===== src/rtl/simon_decrypt_datapath_serial_pkg.sv =====
// Shared constants and FSM state type for the bit-serial SIMON 128/192 decryptor.
// Latency: none (declarations only).
// Backpressure: none.
package simon_pkg;

    localparam int N      = 64;
    localparam int ROUNDS = 69;
    localparam int TAP1   = 1;
    localparam int TAP2   = 2;
    localparam int TAP8   = 8;

    typedef enum logic [1:0] {
        IDLE   = 2'd0,
        LOAD   = 2'd1,
        ROUND  = 2'd2,
        UNLOAD = 2'd3
    } state_e;

endpackage


===== src/rtl/simon_decrypt_datapath_serial_ctrl.sv =====
// Sequencer for the serial decryptor: FSM, bit/round counters, word-role bit and handshake strobes.
// Latency: LOAD starts the cycle after start; done pulses on the IDLE entry cycle after UNLOAD.
// Backpressure: none; key source and consumers must keep pace every cycle.
module simon_dec_ctrl
    import simon_pkg::*;
#(
    parameter int N      = simon_pkg::N,
    parameter int ROUNDS = simon_pkg::ROUNDS
) (
    input  logic       clk,
    input  logic       reset,
    input  logic       start_i,
    output state_e     state_o,
    output logic       role_o,
    output logic       load_req_o,
    output logic       key_req_o,
    output logic       out_valid_o,
    output logic       busy_o,
    output logic       done_o,
    output logic [6:0] key_round_o,
    output logic [5:0] key_bit_o
);

    localparam logic [6:0] LAST_WORD_BIT  = 7'(N - 1);
    localparam logic [6:0] LAST_BLOCK_BIT = 7'(2 * N - 1);
    localparam logic [6:0] LAST_ROUND     = 7'(ROUNDS - 1);

    state_e     state_q, state_d;
    logic [6:0] bit_cnt_q, bit_cnt_d;
    logic [6:0] round_cnt_q, round_cnt_d;
    logic       role_q, role_d;
    logic       done_q, done_d;

    always_ff @(posedge clk) begin
        if (!reset) begin
            state_q     <= IDLE;
            bit_cnt_q   <= '0;
            round_cnt_q <= '0;
            role_q      <= 1'b0;
            done_q      <= 1'b0;
        end else begin
            state_q     <= state_d;
            bit_cnt_q   <= bit_cnt_d;
            round_cnt_q <= round_cnt_d;
            role_q      <= role_d;
            done_q      <= done_d;
        end
    end

    always_comb begin
        state_d     = state_q;
        bit_cnt_d   = bit_cnt_q + 7'd1;
        round_cnt_d = round_cnt_q;
        role_d      = role_q;
        done_d      = 1'b0;
        case (state_q)
            IDLE: begin
                bit_cnt_d = '0;
                if (start_i) begin
                    state_d = LOAD;
                    role_d  = 1'b0;
                end
            end
            LOAD: begin
                if (bit_cnt_q == LAST_BLOCK_BIT) begin
                    state_d   = ROUND;
                    bit_cnt_d = '0;
                    role_d    = 1'b0;
                end
            end
            ROUND: begin
                // Each round leaves x in the old y register, so the roles swap
                if (bit_cnt_q == LAST_WORD_BIT) begin
                    bit_cnt_d = '0;
                    role_d    = ~role_q;
                    if (round_cnt_q == LAST_ROUND) begin
                        state_d     = UNLOAD;
                        round_cnt_d = '0;
                    end else begin
                        round_cnt_d = round_cnt_q + 7'd1;
                    end
                end
            end
            UNLOAD: begin
                if (bit_cnt_q == LAST_BLOCK_BIT) begin
                    state_d   = IDLE;
                    bit_cnt_d = '0;
                    done_d    = 1'b1;
                end
            end
            default: state_d = IDLE;
        endcase
    end

    assign state_o     = state_q;
    assign role_o      = role_q;
    assign load_req_o  = (state_q == LOAD);
    assign key_req_o   = (state_q == ROUND);
    assign out_valid_o = (state_q == UNLOAD);
    assign busy_o      = (state_q != IDLE);
    assign done_o      = done_q;
    assign key_round_o = key_req_o ? (LAST_ROUND - round_cnt_q) : 7'd0;
    assign key_bit_o   = key_req_o ? bit_cnt_q[5:0] : 6'd0;

endmodule


===== src/rtl/simon_decrypt_datapath_serial.sv =====
// Bit-serial SIMON 128/192 decryption: load 2N ciphertext bits, ROUNDS*N inverse-round cycles, unload 2N bits.
// Latency: first out_valid 2N+ROUNDS*N+1 cycles after start, done pulse 2N cycles later.
// Backpressure: none; key_in must be valid combinationally in every key_req cycle.
module simon_decrypt_datapath_serial
    import simon_pkg::*;
#(
    parameter int N      = simon_pkg::N,
    parameter int ROUNDS = simon_pkg::ROUNDS
) (
    input  logic       clk,
    input  logic       reset,
    input  logic       start,
    input  logic       data_in,
    input  logic       key_in,
    output logic       load_req,
    output logic       key_req,
    output logic [6:0] key_round,
    output logic [5:0] key_bit,
    output logic       text_out,
    output logic       out_valid,
    output logic       busy,
    output logic       done
);

    state_e         state;
    logic           role;
    logic [N-1:0]   a_q, a_d;
    logic [N-1:0]   b_q, b_d;
    logic [N-1:0]   x_cur, y_cur;
    logic [N-1:0]   x_nxt, y_nxt;
    logic           nb;

    simon_dec_ctrl #(
        .N      (N),
        .ROUNDS (ROUNDS)
    ) u_ctrl (
        .clk         (clk),
        .reset       (reset),
        .start_i     (start),
        .state_o     (state),
        .role_o      (role),
        .load_req_o  (load_req),
        .key_req_o   (key_req),
        .out_valid_o (out_valid),
        .busy_o      (busy),
        .done_o      (done),
        .key_round_o (key_round),
        .key_bit_o   (key_bit)
    );

    assign x_cur = role ? b_q : a_q;
    assign y_cur = role ? a_q : b_q;

    // y rotates right, so the top taps hold y'[j-1], y'[j-2], y'[j-8] for bit j
    assign nb = x_cur[0] ^ (y_cur[N-TAP1] & y_cur[N-TAP8]) ^ y_cur[N-TAP2] ^ key_in;

    always_comb begin
        a_d   = a_q;
        b_d   = b_q;
        x_nxt = x_cur;
        y_nxt = y_cur;
        case (state)
            LOAD: begin
                a_d = {data_in, a_q[N-1:1]};
                b_d = {a_q[0], b_q[N-1:1]};
            end
            ROUND: begin
                x_nxt = {nb, x_cur[N-1:1]};
                y_nxt = {y_cur[0], y_cur[N-1:1]};
            end
            UNLOAD: begin
                x_nxt = {1'b0, x_cur[N-1:1]};
                y_nxt = {x_cur[0], y_cur[N-1:1]};
            end
            default: ;
        endcase
        if (state == ROUND || state == UNLOAD) begin
            a_d = role ? y_nxt : x_nxt;
            b_d = role ? x_nxt : y_nxt;
        end
    end

    always_ff @(posedge clk) begin
        if (!reset) begin
            a_q <= '0;
            b_q <= '0;
        end else begin
            a_q <= a_d;
            b_q <= b_d;
        end
    end

    assign text_out = out_valid & y_cur[0];

endmodule


===== config.mk =====
export PLATFORM = sky130hd
export DESIGN_NAME = simon_decrypt_datapath_serial
export DESIGN_NICKNAME = d
export VERILOG_FILES = /design/src/rtl/simon_decrypt_datapath_serial_pkg.sv /design/src/rtl/simon_decrypt_datapath_serial_ctrl.sv /design/src/rtl/simon_decrypt_datapath_serial.sv
export SDC_FILE = /design/constraint.sdc
export NUM_CORES = 1
export LEC_CHECK = 0
export BUFFER_PORTS_ARGS = -buffer_cell sky130_fd_sc_hd__buf_2
export CORE_ASPECT_RATIO = 2
export CORE_MARGIN = 2
export CORE_UTILIZATION = 60
export DETAILED_ROUTE_END_ITERATION = 16
export GPL_TIMING_DRIVEN = 0
export PLACE_DENSITY_LB_ADDON = 0.1
export SETUP_SLACK_MARGIN = 0.4
export SLEW_MARGIN = 20
export SYNTH_ARGS = -nofsm -noshare
export SYNTH_HDL_FRONTEND = slang
export SYNTH_HIERARCHICAL = 1
export SYNTH_SLANG_ARGS = --single-unit

===== constraint.sdc =====
create_clock -name clk -period 2.1 [get_ports clk]
set_input_delay 0.21 -clock clk [delete_from_list [all_inputs] [get_ports clk]]
set_output_delay 0.21 -clock clk [all_outputs]
set_load 0.005 [all_outputs]

# Word level (Yosys, flattened, before mapping)
# Index checks and enable logic that the tools add are counted.
# totals
reg_bits,146
input_bits,5
out_inout_bits,19
word_cells,64
# classes
n_bitwise,6
eq_ne,11
addsub,3
reduce_logical,10
mux,27
# op_table
op,n
64-bit two-way mux,8
64-bit case mux with 2 select lines,2
7-bit two-way mux,4
7-bit case mux with 3 select lines,1
"7-bit by 1-bit adder with 7-bit output, second input constant",2
"7-bit == test, second input constant",2
2-bit two-way mux,5
2-bit case mux with 4 select lines,1
"7-bit by 6-bit == test with 1-bit output, second input constant",1
"7-bit subtractor, first input constant",1
6-bit two-way mux,1
"2-bit != test, second input constant",3
5-bit AND reduction,1
"2-bit == test, second input constant",2
1-bit two-way mux,4
"2-bit by 1-bit != test with 1-bit output, second input constant",2
2-bit AND reduction,2
4-bit AND reduction,1
2-bit nonzero test,2
1-bit case mux with 3 select lines,1
3-bit nonzero test,1
1-bit XOR,3
1-bit bitwise AND,2
"2-bit by 1-bit == test with 1-bit output, second input constant",1
4 further kinds,4

# Depth between registers and ports, before layout
# Gate-level depths: netlist of the first run.
# depth
word_depth,8
mapped_depth,7
ltp_nobuf,6

# Hierarchy
# Netlist of the first run, hierarchy kept.
# by_module_without_submodules
mod,seq_area_each_um2,area_each_um2,n_inst,cells_each
simon_decrypt_datapath_serial,2562.5,4844.6,1,571
simon_dec_ctrl,360.3,1173.6,1,143

# Worst setup path after synthesis of the first run
# Ideal clock, no wire load.
# synth_timing
kind,reg2out
from,register u_ctrl.state_q[1] (netlist: u_ctrl/state_o[1])
to,output key_bit[1]
slack_ps,401
required_time_ps,1890
n_path_buf,2
path_stages_with_launch,5
arrival_time_ps,1489
cell_sequence,dfxtp_1 ha_1 clkbuf_1 clkbuf_1 and2_1
# synth_via
elab_chain_len,2
# synth_lines
element,line,text
from (decl),simon_decrypt_datapath_serial_ctrl.sv:28,"state_e state_q, state_d;"
from (signal assigned),simon_decrypt_datapath_serial_ctrl.sv:42,state_q <= state_d;
2-bit == test,simon_decrypt_datapath_serial_ctrl.sv:98,assign key_req_o = (state_q == ROUND);
net key_req,simon_decrypt_datapath_serial.sv:16,"output logic key_req,"
6-bit two-way mux,simon_decrypt_datapath_serial_ctrl.sv:103,assign key_bit_o = key_req_o ? bit_cnt_q[5:0] : 6'd0;
to (decl),simon_decrypt_datapath_serial.sv:18,"output logic [5:0] key_bit,"
# The timed path passes the listed nets, and every way through them passes these cells.

# Worst setup path after layout of the first run
# layout_timing
from,register u_ctrl.round_cnt_q[1]
to,output key_round[4]
# layout_via
elab_chain_len,2
# layout_lines
element,line,text
from (decl),simon_decrypt_datapath_serial_ctrl.sv:30,"logic [6:0] round_cnt_q, round_cnt_d;"
from (signal assigned),simon_decrypt_datapath_serial_ctrl.sv:44,round_cnt_q <= round_cnt_d;
7-bit subtractor,simon_decrypt_datapath_serial_ctrl.sv:102,assign key_round_o = key_req_o ? (LAST_ROUND - round_cnt_q) : 7'd0;
7-bit two-way mux,simon_decrypt_datapath_serial_ctrl.sv:102,
to (decl),simon_decrypt_datapath_serial.sv:17,"output logic [6:0] key_round,"
# No other way between the ends.

==> results.toml, run 1 <==
[grt]
grt_max_degree = 17
grt.total_usage_pct = 23.2
antenna_found_initial = 0
grt_pass1_vias = 4876
grt_pass1_wl_um = 20300
grt_overflow = 0

[synth]
synth_nets = 727
avgSynthCellArea_sq_um = 8.43
async_flop_share_pct = 0
synthTopCellsByArea = "dfxtp_1 49%, nand2_1 16%, a21boi_1 16%"
synth_edf_count = 0
seq_area_frac_synth_pct = 48.6
syn_area_sq_um = 6020
yosysTopAreaCellShare_pct = 48.6
synth_ff_type = "dfxtp_1"
synthDistinctLibCells = 42
synth_warnings = 6
synth_top_area_cell = "dfxtp_1"
synthCells = 714
ys_seq_elements = 146

[final_layout]
antenna_cells = 0
fin_nets = 784
syn_to_final_growth_pct = 21.3
final_util_pct = 74.8
layout-drive-gt1-share_pct = 17.0

[floorplanning]
row_count = 51
die_x_um = 74.8
ioPinCount = 24
core_sq_um = 9760
dieHeight_um = 146
die_area_sq_um = 10900
floorplan.initialDensity_pct = 61.6

[clock_tree]
numCtsBuffers = 17
cts_root_buf = "clkbuf_16"
numClockSinks = 146
htree_levels = 4
cts_max_path_buffers = 2
cts_tree = "yes"
path_clk_slew_ns = 0.06
clk_latency_ns = 0.42

[sta]
setup_ws_ns = 0.288
fmax_ghz = 0.552
setup_violations = 0
clock_skew_ns = 0.00986
hold_viol = 0
post-route-min-period_ns = 1.81
relSlewSlack_pct = 62.3
period_share_pct = 86.3
drv_slew = 0
timing.hold.ws_ns = 0.179
worst_pin_slew_ns = 0.566
grt_setup_unrepaired = "true"

[min_path]
hold_depth = 3
hp-start = "reset"
hold_class = "input port to flop"
holdPathEnd = "u_ctrl/bit_cnt_q[2]"

[setup_path]
critical_path_required_ns = 1.89
end_kind = "output port"
critPathBufInv = 2
crit_arrival_ns = 1.60
critPathTopFamily = "simple AND/OR/NAND/NOR gates"
r2r_slack_ns = 0.45
crit_start = "u_ctrl/round_cnt_q[1]"
r2r_cells = 6
cp_slowest_cell = "dfxtp_4"
cp_cell_sequence = "inv_4 > ha_4 > nor2b_4 > or3_1 > and3_1 > buf_2"
startpoint_type = "flop"
slowest_delay_ns = 0.35
critPathMaxFanout = 4
r2r_start = "u_ctrl/state_o[1]"
cp_num_cells = 6
worstSetupPathType = "flop to output port"
rr_endpoint = "u_ctrl/role_o"

[detailed_routing]
drc = 0
drt_first_iter_violations = 199
vias = 4900
viasPerCell = 5.35
drtPass1Iterations = 4
ant_nets = 0
wl_um = 12200
wl_per_cell_um = 13.3

[place]
gp_congestion = 0.886
io_buffers = 23
place_ws_ns = -0.0949
hpwl_um = 7530

[power_and_ir_drop]
leakage_nw = 2.65
p_total_w = 0.00827
ir_drop_mv = 0.852
power_density_nw_per_um2 = 1130

[run]
drv_cap = 0

[run_status]
status = "finished, final reports clean"
[flip-flops by register name (all words and copies together), names as in the netlist]
signal and count:
a_q 64, b_q 64, u_ctrl/bit_cnt_q 7, u_ctrl/round_cnt_q 7, u_ctrl/state_o 2, u_ctrl/done_o 1, u_ctrl/role_o 1
[logic make-up (layout without fill, tap and decap cells)]
group | count (synthesis) | after routing | share of synthesized area [%]
compound gates | 154 | 154 | 18.7
xor+xnor | 13 | 13 | 2.35
fa+ha+maj | 8 | 8 | 1.66
buf+inv | 58 | 128 | 4.57
flops | 146 | 146 | 48.6
mux | 7 | 7 | 1.19
simple gates | 328 | 328 | 23.0
[cell usage in the layout, fill, tap and decap left out, drive strengths merged, types with 4 or more instances in the layout]
| master | count |
|---|---|
| o21ai | 9 |
| a21oi | 4 |
| nand4 | 5 |
| and2 | 11 |
| xor2 | 5 |
| nand2 | 263 |
| inv | 8 |
| clkbuf | 52 |
| a21boi | 128 |
| buf | 61 |
| nand3 | 6 |
| and3 | 7 |
| ha | 8 |
| nor2 | 13 |
| mux2i | 6 |
| xnor2 | 6 |
| or3 | 4 |
| dfxtp | 146 |
| nor2b | 4 |
[worst register-to-register path, delay by kind of cell (launching register included)]
family / cells / cell delay (ns)
compound gates: 2 / 0.46
flops: 1 / 0.42
mux: 1 / 0.26
buf+inv: 1 / 0.15
fa+ha+maj: 1 / 0.17
simple gates: 1 / 0.12
[routing by layer]
metal	wire, um	GRT usage, %	up-vias
met5	0	0	-
met4	248	9.82	0
met3	345	6.30	24
met2	6870	42.7	82
met1	4690	23.0	2339
li1	-	-	2455
[stage by stage]
step,TNS [ns],area [sq um],instances
finish,0,7300,916
CTS,0,7120,913
floorplan,0,6020,714
detailed placement,-0.873,6300,869
global placement,-0.473,6300,869
global route,0,7300,916
[how the worst max path moves through the flow]
stage	slack [ns]	endpoint
6_report	0.29	key_round[4]
5_1_grt	0.23	key_round[6]
4_1_cts	0.31	key_round[6]
3_5_place_dp	-0.09	key_round[2]
3_3_place_gp	-0.05	key_bit[1]
2_1_floorplan	0.40	key_bit[1]
[power breakdown]
part | leakage, nW | internal [W] | total [W] | switching (W)
Combinational | 1.17 | 0.000810 | 0.00224 | 0.00143
Clock | 0.297 | 0.00200 | 0.00312 | 0.00113
Sequential | 1.18 | 0.00283 | 0.00291 | 0.0000754
[cells in the mapped netlist (4+ instances only)]
master    count
and3_1        7
dfxtp_1     146
xnor2_1       6
and2_1       11
inv_1         7
a21oi_1       4
xor2_1        5
ha_1          8
o21ai_0       8
a21boi_1    126
clkbuf_1     29
nand4_1       5
buf_4         7
nand2_1     263
or3_1         4
mux2i_1       6
buf_2        13
nor2b_1       4
nor2_1       12
nand3_1       5
[cell type report]
cell class              count  area (sq um)
well taps                 132           165
plain buffers              51           314
fillers                   748          2460
multi-input cells         510          2940
clock buffers              24           492
flip-flops and latches    146          2940
inverters                   7          33.8
clock inverters             8           124
repair buffers             38           292
[repair_timing]
item / CTS / global route
pin swaps: 6 / 1
hold buffers: 0 / 0
gates cloned: 1 / 0
buffers inserted: 11 / 3
resized for setup: 37 / 56
endpoints found under the hold margin: 0 / 0
endpoints found under the setup margin: 30 / 121
Power figures use the tool's default switching activity.
==> inputs of run 2 (changes only) <==
Settings changed: HOLD_SLACK_MARGIN set to 0.05.
Clock period 2.1 ns to 1.8 ns, I/O delays scaled along.
==> run 2 against run 1 <==
  * The run now fails in global routing (5_1_grt)
  * Synthesized cell count stayed put
  * Synthesized area is the same
==> results.toml, run 2 <==
[run_status]
status = "aborted with a tool error"
stop_stage = "global routing (5_1_grt)"
firstError = "[ERROR DPL-0038] Utilization greater than 100%, impossible to legalize"

[place]
io_buffers = 23
hpwl_um = 7700
post-place-cells = 869
gp_congestion = 0.822

[synth]
synth_warnings = 6
avgSynthCellArea_sq_um = 8.43
ys_seq_elements = 146
yosysTopAreaCellShare_pct = 48.6
synth_nets = 727
synth_edf_count = 0
synth_top_area_cell = "dfxtp_1"
seq_area_frac_synth_pct = 48.6
synthCells = 714
synthTopCellsByArea = "dfxtp_1 49%, nand2_1 16%, a21boi_1 16%"
synthDistinctLibCells = 42
syn_area_sq_um = 6020
synth_ff_type = "dfxtp_1"
synth.top_cells.by_count = "263 x nand2_1, 146 x dfxtp_1, 126 x a21boi_1"
yosysMostFrequentCell = "nand2_1"
async_flop_share_pct = 0

[clock_tree]
htree_levels = 4
cts_hold_buf = 0
cts_max_path_buffers = 2
numClockSinks = 146
cts_root_buf = "clkbuf_16"
numCtsBuffers = 17

[sta]
worstEndpointGrtRepair = "key_round[6]"
worstEpCategory = "primary output"

[floorplanning]
row_count = 51
dieHeight_um = 146
die_x_um = 74.8
floorplan.initialDensity_pct = 61.6
ioPinCount = 24

[grt]
grt_max_degree = 17
-- run 2: cell counts after synthesis --
Identical to the previous run, type by type.
-- run 2: kinds of logic after synthesis --
kind of cell | Yosys count | share of synthesized area (%)
adder cells (fa/ha/maj) | 8 | 1.66
flip-flops | 146 | 48.6
buffers and inverters | 58 | 4.57
XOR/XNOR | 13 | 2.35
AND/OR/NAND/NOR | 328 | 23.0
AO/OA/AOI/OAI | 154 | 18.7
multiplexers | 7 | 1.19
-- run 2: through the flow --
step           area, sq um  setup WS [ns]
4_1_cts               8430         0.0172
3_5_place_dp          6350        -0.0288
3_3_place_gp          6350         0.0523
2_1_floorplan         6070          0.378
-- run 2: what timing repair did --
| action | in CTS |
|---|---|
| gates cloned | 25 |
| setup buffers | 38 |
| setup endpoints to repair | 160 |
| pin swaps | 172 |
| gates resized for setup | 275 |
==> inputs of run 3 (changes only) <==
Settings changed: CORE_ASPECT_RATIO 2 to unset, CORE_UTILIZATION 60 to 40, HOLD_SLACK_MARGIN 0.05 to unset, PLACE_DENSITY_LB_ADDON 0.1 to 0.15, SETUP_SLACK_MARGIN 0.4 to unset.
==> run 3 against run 2 <==
  * The flow now finishes, with violations (setup timing)
==> results.toml, run 3 (synthesis results as in run 1) <==
[final_layout]
multi_input_area_sq_um = 2870
antenna_cells = 0
fin_nets = 771
final_common_cell = "nand2_1"
n_fill_cell = 1424
register_area_sq_um = 2940
final_util_pct = 48.3
top_regs = "a_q x64, b_q x64"
final_cell_mix = "263 x nand2_1, 140 x dfxtp_1, 126 x a21boi_1"
syn_to_final_growth_pct = 17.5
layout-drive-gt1-share_pct = 12.8

[grt]
grt_max_degree = 17
grt_overflow = 0
grt_pass1_wl_um = 19400
grt_pass1_vias = 4303
grt.total_usage_pct = 14.8
antenna_found_initial = 0

[setup_path]
slowest_delay_ns = 0.37
critPathBufInv = 2
r2r_cells = 5
crit_start = "u_ctrl/round_cnt_q[1]"
endpoint = "key_round[6]"
critPathTopFamily = "flip-flops"
cp_slowest_cell = "dfxtp_4"
rr_endpoint = "u_ctrl/state_o[1]"
critPathMaxFanout = 4
critical_path_required_ns = 1.62
cp_num_cells = 7
worstSetupPathType = "flop to output port"
crit_arrival_ns = 1.63
end_kind = "output port"
r2r_slack_ns = 0.06
r2r_start = "u_ctrl/state_o[1]"
startpoint_type = "flop"
cp_cell_sequence = "inv_4 > ha_4 > nor2b_4 > nor4_4 > xor2_1 > and2_1 > buf_2"

[sta]
grt_setup_unrepaired = "true"
post-route-min-period_ns = 1.81
fmax_ghz = 0.554
hold_viol = 0
worst_pin_slew_ns = 0.590
relSlewSlack_pct = 60.7
timing.hold.ws_ns = 0.154
period_share_pct = 100
clock_skew_ns = 0.00835
setup_violations = 1
setup_ws_ns = -0.00564
drv_slew = 0

[detailed_routing]
wl_per_cell_um = 11.7
drc = 0
vias = 4696
drt_first_iter_violations = 245
viasPerCell = 4.92
ant_nets = 0
drtPass1Iterations = 4
wl_um = 11100

[run_status]
violations = "setup timing"
status = "complete, but fails checks"

[power_and_ir_drop]
power_density_nw_per_um2 = 1310
p_total_w = 0.00925
ir_drop_mv = 0.809
leakage_nw = 2.52

[floorplanning]
row_count = 44
die_x_um = 127
dieHeight_um = 127
ioPinCount = 24
die_area_sq_um = 16000
floorplan.initialDensity_pct = 41.1
core_sq_um = 14600

[clock_tree]
clk_latency_ns = 0.42
htree_levels = 4
numCtsBuffers = 17
cts_tree = "yes"
numClockSinks = 146
cts_max_path_buffers = 2
cts_root_buf = "clkbuf_16"
path_clk_slew_ns = 0.07

[place]
gp_congestion = 0.806
place_ws_ns = -0.366
io_buffers = 23
hpwl_um = 7390

[min_path]
hold_class = "input port to flop"

[run]
drv_cap = 0
==> run 3: final cells by class <==
class                           count  share of cell area, %
Clock buffer                       18                   6.21
Tap cell                          184                   3.25
Timing Repair Buffer               27                   2.05
Multi-Input combinational cell    510                   40.5
Inverter                            7                  0.442
Sequential cell                   146                   41.6
Buffer                             49                   3.61
Clock inverter                     14                   2.33
==> run 3: worst min path at each step <==
stage                           to  startpoint  slack (ns)  cells after the start
6_report       u_ctrl/bit_cnt_q[6]       reset        0.15                      3
5_1_grt        u_ctrl/bit_cnt_q[6]       reset        0.16                      3
4_1_cts        u_ctrl/bit_cnt_q[6]       reset        0.13                      3
3_5_place_dp               b_q[19]     b_q[19]        0.44                      2
3_3_place_gp                a_q[2]      a_q[2]        0.44                      2
2_1_floorplan  u_ctrl/bit_cnt_q[6]       reset        0.36                      2
==> run 3: worst min-delay path, stage by stage <==
cell,delay (ns)
buf_2,0.14
nand2b_1,0.15
nor2_1,0.06
==> run 3: layer usage <==
layer	wire length, um	global-route usage (%)
met1	5690	19.5
met2	5040	23.0
met3	268	4.68
met4	136	5.04
met5	0	0
==> run 3: through the flow <==
step	setup TNS (ns)	instances	area, sq um
5_1_grt	-0.162	955	7070
2_1_floorplan	0	714	6020
6_report	-0.00564	955	7070
4_1_cts	-0.000186	956	7070
3_5_place_dp	-4.56	921	6360
3_3_place_gp	-3.44	921	6360
==> run 3: timing repair <==
item | 4_1_cts | 5_1_grt
hold buffers | 0 | 0
pin swaps | 2 | 2
gates cloned | 0 | 0
setup buffers | 4 | 0
setup endpoints to repair | 23 | 15
resized for setup | 24 | 9
==> run 3: report_power, final <==
group	internal, W	switching [W]
Sequential	0.00330	0.0000829
Clock	0.00212	0.00146
Combinational	0.000684	0.00160
==> inputs of run 4 (changes only) <==
Clock period 1.8 ns to 1.71 ns, I/O delays scaled along.
==> run 4 against run 3 <==
  * The run still ends with setup timing left
  * Register-to-register slack hardly changed
  * Design area up 2.4%
  * Global-route usage increased by 0.36 points
  * Total power grew 7.6%
  * Combinational power increased by 15%
  * Flip-flop and latch count is the same
  * First-iteration DRC count did not move
  * Clock power rose by 5%
  * Cell count grew 0.73%
  * Critical path depth unchanged
  * Worst hold slack lost 0.0045 ns
  * Critical endpoint unchanged
  * Sequential share of layout area is 0.92 points lower
==> results.toml, run 4 (synthesis results as in run 1) <==
[power_and_ir_drop]
p_total_w = 0.00995
power_frac_comb_pct = 26.5
leakage_nw = 2.58
power_frac_clock_pct = 37.8
seqPwrFrac_pct = 35.7
ir_drop_mv = 0.852
intPower_w = 0.00657
power_density_nw_per_um2 = 1370
power_switching_w = 0.00338
swShare_pct = 33.9

[setup_path]
slowest_delay_ns = 0.37
critPathBufInv = 2
worstSetupPathType = "flop to output port"
critical_path_required_ns = 1.54
cp_cell_sequence = "inv_4 > ha_4 > nor2b_4 > nor4_4 > xor2_1 > and2_1 > buf_2"
cp_slowest_cell = "dfxtp_4"
critPathTopFamily = "flip-flops"
end_kind = "output port"
crit_arrival_ns = 1.61
critPathMaxFanout = 4
startpoint_type = "flop"

[final_layout]
syn_to_final_growth_pct = 20.3
register_area_sq_um = 2940
layout-drive-gt1-share_pct = 15.7
multi_input_area_sq_um = 2920
final_cell_mix = "263 x nand2_1, 138 x dfxtp_1, 126 x a21boi_1"
antenna_cells = 0
fin_nets = 778
top_regs = "a_q x64, b_q x64"
n_fill_cell = 1407
final_common_cell = "nand2_1"

[detailed_routing]
ant_nets = 0
vias = 4728
drtPass1Iterations = 4
viasPerCell = 4.91
drc = 0
wl_per_cell_um = 11.9
wl_um = 11400
drt_first_iter_violations = 245

[grt]
gr-usage-met2_pct = 23.8
grt_overflow = 0
met3_usage_pct = 4.68
grt_max_degree = 17
antenna_found_initial = 0
grt_pass1_wl_um = 19800
grt_pass1_vias = 4388
met1_usage_pct = 19.8
busiest_layer = "met2"
grt.total_usage_pct = 15.1

[clock_tree]
cts_root_buf = "clkbuf_16"
htree_levels = 4
clk_latency_ns = 0.42
cts_tree = "yes"
path_clk_slew_ns = 0.07
cts_max_path_buffers = 2
numClockSinks = 146
numCtsBuffers = 17

[min_path]
hold_class = "input port to flop"

[sta]
worst_pin_slew_ns = 0.616
fmax_ghz = 0.561
timing.hold.ws_ns = 0.149
post-route-min-period_ns = 1.78
grt_setup_unrepaired = "true"
setup_ws_ns = -0.0710
drv_slew = 0
hold_viol = 0
setup_violations = 2
period_share_pct = 104
relSlewSlack_pct = 58.9
clock_skew_ns = 0.0151

[run_status]
status = "complete, but fails checks"
violations = "setup timing"

[place]
hpwl_um = 7390
gp_congestion = 0.806
io_buffers = 23

[floorplanning]
core_sq_um = 14600
floorplan.initialDensity_pct = 41.1
dieHeight_um = 127
die_area_sq_um = 16000
row_count = 44
ioPinCount = 24
die_x_um = 127

[run]
drv_cap = 0
[run 4: worst min-delay path: stages]
cell and delay, ns:
buf_2 0.14, nand2b_1 0.14, nor2_1 0.06
[run 4: per-stage QoR]
step	cells	setup TNS [ns]	setup WS, ns	util (%)	cell area, sq um
after global placement	921	-5.38	-0.381	43.5	6360
after CTS	965	-0.143	-0.0812	49.2	7210
after floorplan	714	0	0.0496	-	6020
after global routing	962	-0.303	-0.147	49.4	7240
after detailed placement	921	-6.55	-0.447	43.5	6360
final	962	-0.103	-0.0710	49.4	7240
[run 4: final cells by class]
| type | instances | share of cell area (%) |
|---|---|---|
| tap | 184 | 3.18 |
| clock inverter | 14 | 2.28 |
| inverter | 7 | 0.467 |
| timing repair buffer | 36 | 3.53 |
| sequential | 146 | 40.6 |
| clock buffer | 18 | 6.07 |
| buffer | 47 | 3.47 |
| multi-input combinational | 510 | 40.4 |
[run 4: final timing paths]
kind	startpoint	end	slack, ns	cells past startpoint
max	u_ctrl/round_cnt_q[1]	key_round[6]	-0.07	7
min reg2reg	u_ctrl/bit_cnt_q[0]	u_ctrl/bit_cnt_q[0]	0.43	1
min	reset	u_ctrl/bit_cnt_q[6]	0.15	3
max reg2reg	u_ctrl/state_o[0]	u_ctrl/state_o[1]	0.05	6
[run 4: power by group through the flow]
stage	clock network [W]	logic, W	registers [W]
6_report	0.00376	0.00264	0.00355
2_1_floorplan	0	0.00173	0.00360
4_1_cts	0.00387	0.00263	0.00355
3_3_place_gp	0	0.00232	0.00362
3_5_place_dp	0	0.00236	0.00362
5_1_grt	0.00404	0.00292	0.00356
[run 4: per-layer routing]
metal	vias up	part of all wire [%]
met4	0	0.46
met2	26	47
li1	2443	-
met5	-	0
met1	2257	51
met3	2	2.0
[run 4: what timing repair did]
item | 4_1_cts | 5_1_grt
gates cloned | 1 | 0
gates resized for setup | 41 | 21
buffers inserted | 12 | 0
hold buffers | 0 | 0
pin swaps | 3 | 4
setup endpoints to repair | 30 | 52
